File: config.mk
export PLATFORM = sky130hd
export DESIGN_NAME = handshake_sender
export DESIGN_NICKNAME = d
export VERILOG_FILES = /design/src/rtl/handshake_sender.sv
export SDC_FILE = /design/constraint.sdc
export NUM_CORES = 2
export LEC_CHECK = 0
export ABC_AREA = 1
export CAP_MARGIN = 10
export CORE_AREA = 2 2 590 592
export CTS_BUF_LIST = sky130_fd_sc_hd__clkbuf_8
export DETAILED_ROUTE_END_ITERATION = 16
export DIE_AREA = 0 0 592 594
export GPL_TIMING_DRIVEN = 0
export PLACE_DENSITY_LB_ADDON = 0.2
export SYNTH_ARGS = -nofsm -noshare
export SYNTH_HDL_FRONTEND = slang
export SYNTH_SLANG_ARGS = --single-unit
File: constraint.sdc
create_clock -name clk_sender -period 51.3 [get_ports clk_sender]
set_input_delay 7.695 -clock clk_sender [delete_from_list [all_inputs] [get_ports clk_sender]]
set_output_delay 7.695 -clock clk_sender [all_outputs]
set_load 0.05 [all_outputs]
File: src/rtl/handshake_sender.sv
// handshake_sender: transmitting end of a four-phase req/ack link between clock domains.
// An accepted start snapshots the n-bit payload. The sender then sends a header word
// (nibble 4'hA) followed by ceil(n/4) nibble words, LSB nibble first. Each word uses
// one full req/ack four-phase cycle.
// Word format: [3:0] nibble, [4] abort/last flag (always 0 here), [5] odd parity.
// Optional feature macro: HANDSHAKE_SENDER_ACK_TIMEOUT_EN. When it is defined, the
// sender abandons a transfer if the receiver stalls for TIMEOUT_CYCLES cycles in one
// handshake phase.
module handshake_sender #(
  parameter int n              = 1500,
  parameter int SYNC_STAGES    = 2,     // legal range 2..4
  parameter int TIMEOUT_CYCLES = 4096
) (
  input  logic         clk_sender,
  input  logic         rst,
  input  logic         wire_start,
  input  logic [n-1:0] wire_data_in,
  input  logic         wire_ack,
  output logic         reg_req,
  output logic [5:0]   reg_data_deliver,
  output logic         reg_busy,
  output logic         reg_done,
  output logic         reg_error
);

  localparam int NUM_WORDS = (n + 3) / 4;
  localparam int PAD_W     = NUM_WORDS * 4;
  localparam int CNT_W     = $clog2(NUM_WORDS + 1);
  localparam logic [CNT_W-1:0] LAST_WORD = CNT_W'(NUM_WORDS);
  localparam logic [5:0] HEADER_WORD = 6'h2A;

  typedef enum logic [2:0] {IDLE, LOAD, REQ, RELEASE, DONE} state_t;

  state_t                 state;
  logic [CNT_W-1:0]       word_cnt;      // 0 = header, k+1 = data word k
  logic [n-1:0]           shadow;
  logic [PAD_W-1:0]       shadow_pad;
  logic [3:0]             next_nibble;
  logic [SYNC_STAGES-1:0] ack_sync_reg;
  logic                   ack_sync;
  logic                   timeout_hit;

  // Odd parity over the whole word: bit5 makes the XOR of all six bits equal 1.
  function automatic logic [5:0] encode_word(input logic [3:0] nib);
    return {~^{1'b0, nib}, 1'b0, nib};
  endfunction

  // Zero-pad the payload so the top nibble is well defined when n%4 != 0.
  assign shadow_pad = PAD_W'(shadow);
  assign ack_sync   = ack_sync_reg[SYNC_STAGES-1];

  // Next data nibble: data word k is sent after the word at counter value k.
  always_comb begin
    next_nibble = 4'h0;
    if (int'(word_cnt) < NUM_WORDS) begin
      next_nibble = shadow_pad[4*int'(word_cnt) +: 4];
    end
  end

  // Bring the asynchronous acknowledge into the sender clock domain.
  always_ff @(posedge clk_sender or posedge rst) begin
    if (rst) begin
      ack_sync_reg <= '0;
    end else begin
      ack_sync_reg <= {ack_sync_reg[SYNC_STAGES-2:0], wire_ack};
    end
  end

`ifdef HANDSHAKE_SENDER_ACK_TIMEOUT_EN
  localparam int TMO_W = $clog2(TIMEOUT_CYCLES + 1);
  localparam logic [TMO_W-1:0] TMO_LIMIT = TMO_W'(TIMEOUT_CYCLES - 1);

  logic [TMO_W-1:0] tmo_cnt;
  logic             stay_wait;

  // The FSM stays in a wait state while the receiver has not yet answered the current phase.
  assign stay_wait   = ((state == REQ) && !ack_sync) || ((state == RELEASE) && ack_sync);
  assign timeout_hit = stay_wait && (tmo_cnt == TMO_LIMIT);

  // Count cycles spent in one wait state. The count restarts on every state change.
  always_ff @(posedge clk_sender or posedge rst) begin
    if (rst) begin
      tmo_cnt <= '0;
    end else if (stay_wait && !timeout_hit) begin
      tmo_cnt <= tmo_cnt + 1'b1;
    end else begin
      tmo_cnt <= '0;
    end
  end
`else
  // Keeps the timeout parameter referenced when the feature is compiled out.
  logic tmo_unused;
  assign tmo_unused  = |TIMEOUT_CYCLES;
  assign timeout_hit = 1'b0;
`endif

  // Main FSM: the word sequencing and all outputs are registered here.
  always_ff @(posedge clk_sender or posedge rst) begin
    if (rst) begin
      state            <= IDLE;
      word_cnt         <= '0;
      shadow           <= '0;
      reg_req          <= 1'b0;
      reg_data_deliver <= 6'h00;
      reg_busy         <= 1'b0;
      reg_done         <= 1'b0;
      reg_error        <= 1'b0;
    end else begin
      reg_done  <= 1'b0;
      reg_error <= 1'b0;
      case (state)
        IDLE: begin
          if (wire_start) begin
            shadow           <= wire_data_in;
            word_cnt         <= '0;
            reg_busy         <= 1'b1;
            reg_data_deliver <= HEADER_WORD;
            state            <= LOAD;
          end
        end
        LOAD: begin
          // The data has been stable for one cycle, so raise the request now.
          reg_req <= 1'b1;
          state   <= REQ;
        end
        REQ: begin
          if (timeout_hit) begin
            reg_req   <= 1'b0;
            reg_error <= 1'b1;
            reg_busy  <= 1'b0;
            state     <= IDLE;
          end else if (ack_sync) begin
            reg_req <= 1'b0;
            state   <= RELEASE;
          end
        end
        RELEASE: begin
          if (timeout_hit) begin
            reg_error <= 1'b1;
            reg_busy  <= 1'b0;
            state     <= IDLE;
          end else if (!ack_sync) begin
            if (word_cnt == LAST_WORD) begin
              reg_done <= 1'b1;
              state    <= DONE;
            end else begin
              // The bus changes only once the acknowledge has fully returned low.
              word_cnt         <= word_cnt + 1'b1;
              reg_data_deliver <= encode_word(next_nibble);
              state            <= LOAD;
            end
          end
        end
        DONE: begin
          reg_busy <= 1'b0;
          state    <= IDLE;
        end
        default: begin
          reg_req  <= 1'b0;
          reg_busy <= 1'b0;
          state    <= IDLE;
        end
      endcase
    end
  end

endmodule
==> impl_metrics.env <==
export IMPL_outcome="completed"
export IMPL_power_frac_comb_pct=56.7
export IMPL_cts_root_buf="clkbuf_8"
export IMPL_drv_cap=0
export IMPL_wl_mm=671
export IMPL_cts_tree="built"
export IMPL_holdPathEnd="ack_sync_reg[1]$_DFF_PP0_"
export IMPL_finalCritPeriodShare_pct=21.1
export IMPL_p_clk_share_pct=16.2
export IMPL_cts_sinks=1522
export IMPL_reg2reg_slack_ns=46.01
export IMPL_synth_edf_count=0
export IMPL_grt_ovfl_total=0
export IMPL_drc=0
export IMPL_reg2regPathDepth=15
export IMPL_finalClockSkew_ns=0.125
export IMPL_nets=13200
export IMPL_worstPathArrival_ns=11.89
export IMPL_tightestPinTransition_ns=1.43
export IMPL_cp_start_kind="input pin"
export IMPL_slew_headroom_pct=4.66
export IMPL_synth_largest_area_cell="dfrtp_1"
export IMPL_ys_types=36
export IMPL_synthCells=9855
export IMPL_avgRoutedWirePerCell_um=40.1
export IMPL_path_max_fanout=118
export IMPL_drt_iter0_markers=12100
export IMPL_cts_buffer_depth=4
export IMPL_final_core_util_pct=29.3
export IMPL_yosys_warnings=0
export IMPL_p_total_mw=8.17
export IMPL_seqPwrFrac_pct=27.1
export IMPL_fmax_mhz=92.6
export IMPL_postSynth_asyncResetShare_pct=100
export IMPL_hold_start="ack_sync_reg[0]$_DFF_PP0_"
export IMPL_avgSynthCellArea_um2=7.30
export IMPL_hpwlAfterDp_mm=511
export IMPL_cts_setup_buffers=0
export IMPL_first_pass_iters=6
export IMPL_maxSlewViolCount=0
export IMPL_hold_class="register to register"
export IMPL_die_height_um=594
export IMPL_cts_resized=0
export IMPL_dp_cells=16000
export IMPL_grt_start_max_net_pins=119
export IMPL_cp_end_kind="asynchronous set/reset pin"
export IMPL_fin_crit_ns=10.80
export IMPL_drive_above_1_share_pct=8.68
export IMPL_coreArea_um2=345000
export IMPL_cts_max_level=5
export IMPL_gp_congestion=0.937
export IMPL_critical_path_class="input pin to asynchronous set/reset pin"
export IMPL_multi_input_area_um2=30000
export IMPL_largest_reg_flops=1500
export IMPL_port_buffers=1511
export IMPL_setup_viol=0
export IMPL_reg_top3="shadow (1500), word_cnt (9), reg_data_deliver (5)"
export IMPL_grt_pass1_wl_mm=827
export IMPL_start_util_pct=20.9
export IMPL_ios=1514
export IMPL_final_cells=16800
export IMPL_clkTransAtPathRegs_ns=0.06
export IMPL_clkLatencyLatePin_ns=1.08
export IMPL_dp_slack_ns=39.37
export IMPL_yosysSeqAreaShare_pct=52.9
export IMPL_synth_seq_cells=1522
export IMPL_switching_power_mw=4.67
export IMPL_largest_register="shadow"
export IMPL_hold_buffers=0
export IMPL_r2r_start="word_cnt[5]$_DFFE_PP0P_"
export IMPL_ant_nets=0
export IMPL_power_leakage_nw=50.2
export IMPL_layout_setup_ws_ns=40.50
export IMPL_die_width_um=592
export IMPL_hold_violations=0
export IMPL_viasPerCell=5.00
export IMPL_irDropWorstVdd_v=0.000105
export IMPL_cts_buffers=307
export IMPL_yosys_top_cells_count="nand2_1 (6,075), dfrtp_1 (1,522), nand3_1 (741)"
export IMPL_pwr_density_cell_nw_per_um2=80.9
export IMPL_yosysMostFrequentCell="nand2_1"
export IMPL_dieArea_um2=352000
export IMPL_synth_area_um2=72000
export IMPL_rows=216
export IMPL_grt_antenna_before_repair=318
export IMPL_grt_use_total_pct=37.0
export IMPL_rsz0062_at_grt="no"
export IMPL_synth_area_top_cells="dfrtp_1 (53%), nand2_1 (32%), nand3_1 (5.2%), buf_2 (2.9%), o21ai_0 (1.5%)"
export IMPL_switching_share_pct=57.1
export IMPL_synth_top_area_share_pct=52.9
export IMPL_syn_to_final_growth_pct=40.4
export IMPL_first_global_vias=77700
export IMPL_hold_depth=0
export IMPL_cp_data_required_time_ns=52.39
export IMPL_synth_flop_cell="dfrtp_1"
export IMPL_vias=83800
export IMPL_r2r_end="shadow[840]$_DFFE_PP0P_"
export IMPL_num_fill_cells=38400
export IMPL_p_int_mw=3.50
export IMPL_regArea_um2=38100
export IMPL_setup_tns_ns=0
## how the worst max path moves through the flow
stage / to / slack (ns) / start / cells after the start
global placement: shadow[134]$_DFFE_PP0P_ / -23.96 / rst / 2
finish: shadow[387]$_DFFE_PP0P_ / 40.50 / rst / 8
floorplan: ack_sync_reg[0]$_DFF_PP0_ / 0.67 / rst / 1
CTS: shadow[387]$_DFFE_PP0P_ / 40.48 / rst / 8
detailed placement: shadow[384]$_DFFE_PP0P_ / 39.37 / rst / 8
global route: shadow[387]$_DFFE_PP0P_ / 40.07 / rst / 8
## power by group through the flow
stage          logic, mW  registers [mW]  clock network, mW
4_1_cts             4.46            2.20               1.33
3_3_place_gp        4.36            2.23                  0
6_report            4.63            2.22               1.32
2_1_floorplan       1.98            2.07                  0
5_1_grt             4.76            2.26               1.38
3_5_place_dp        4.45            2.21                  0
## cell usage in the layout, fill, tap and decap left out, drive strengths merged
cell	Yosys	routed
o22a	1	1
nand3	741	741
xnor2	1	1
nor4	1	1
nor2	111	111
nand3b	38	38
inv	203	325
dfrtp	1522	1522
or2	3	3
nand4	26	26
o22ai	13	13
conb	1	2
o221ai	1	1
buf	506	572
o21ai	259	259
ha	1	1
o211ai	33	33
o31ai	1	1
clkdlybuf4s50	0	1511
a21oi	176	176
clkinvlp	0	7
bufinv	0	7
clkbuf	128	496
nor3	6	6
a22o	1	1
nand2	6077	6077
nor3b	3	3
clkinv	2	29
diode	0	220
## per-stage QoR
stage	hold slack, ns	instance area [µm²]
final	0.352	101000
after global routing	0.375	101000
after CTS	0.357	100000
after detailed placement	0.343	94400
after global placement	0.335	92800
after floorplan	0.331	72000
## cell type report
cell class	count	area share (%)
Buffer	634	3.13
Sequential cell	1522	37.7
Clock inverter	163	0.997
Inverter	205	0.772
Multi-Input combinational cell	7495	29.7
Tap cell	4578	5.67
Timing Repair Buffer	1577	16.4
Antenna cell	220	0.545
Clock buffer	368	5.01
## layer usage
metal	share of wire, %	up-vias	GRT usage (%)
met4	6.6	70	24.3
met3	11	1543	11.8
li1	-	34600	-
met1	38	41100	44.8
met2	44	6424	55.9
met5	0.19	-	0.369
## cell families (layout without fill, tap and decap cells)
family | count (synthesis) | after routing | share of synthesized area, %
simple gates | 7006 | 7006 | 38.2
flops | 1522 | 1522 | 52.9
buf+inv | 839 | 2947 | 5.33
compound gates | 485 | 485 | 3.53
fa+ha+maj | 1 | 1 | 0.0174
other cells | 1 | 222 | 0.00521
xor+xnor | 1 | 1 | 0.0122
## critical path: stages
cell and delay, ns:
clkdlybuf4s50_1 0.49, inv_8 0.52, buf_16 0.42, buf_16 0.40, buf_16 0.40, buf_16 0.49, buf_16 0.41, buf_16 0.37
Note: power is estimated with default switching activity, not from simulation.
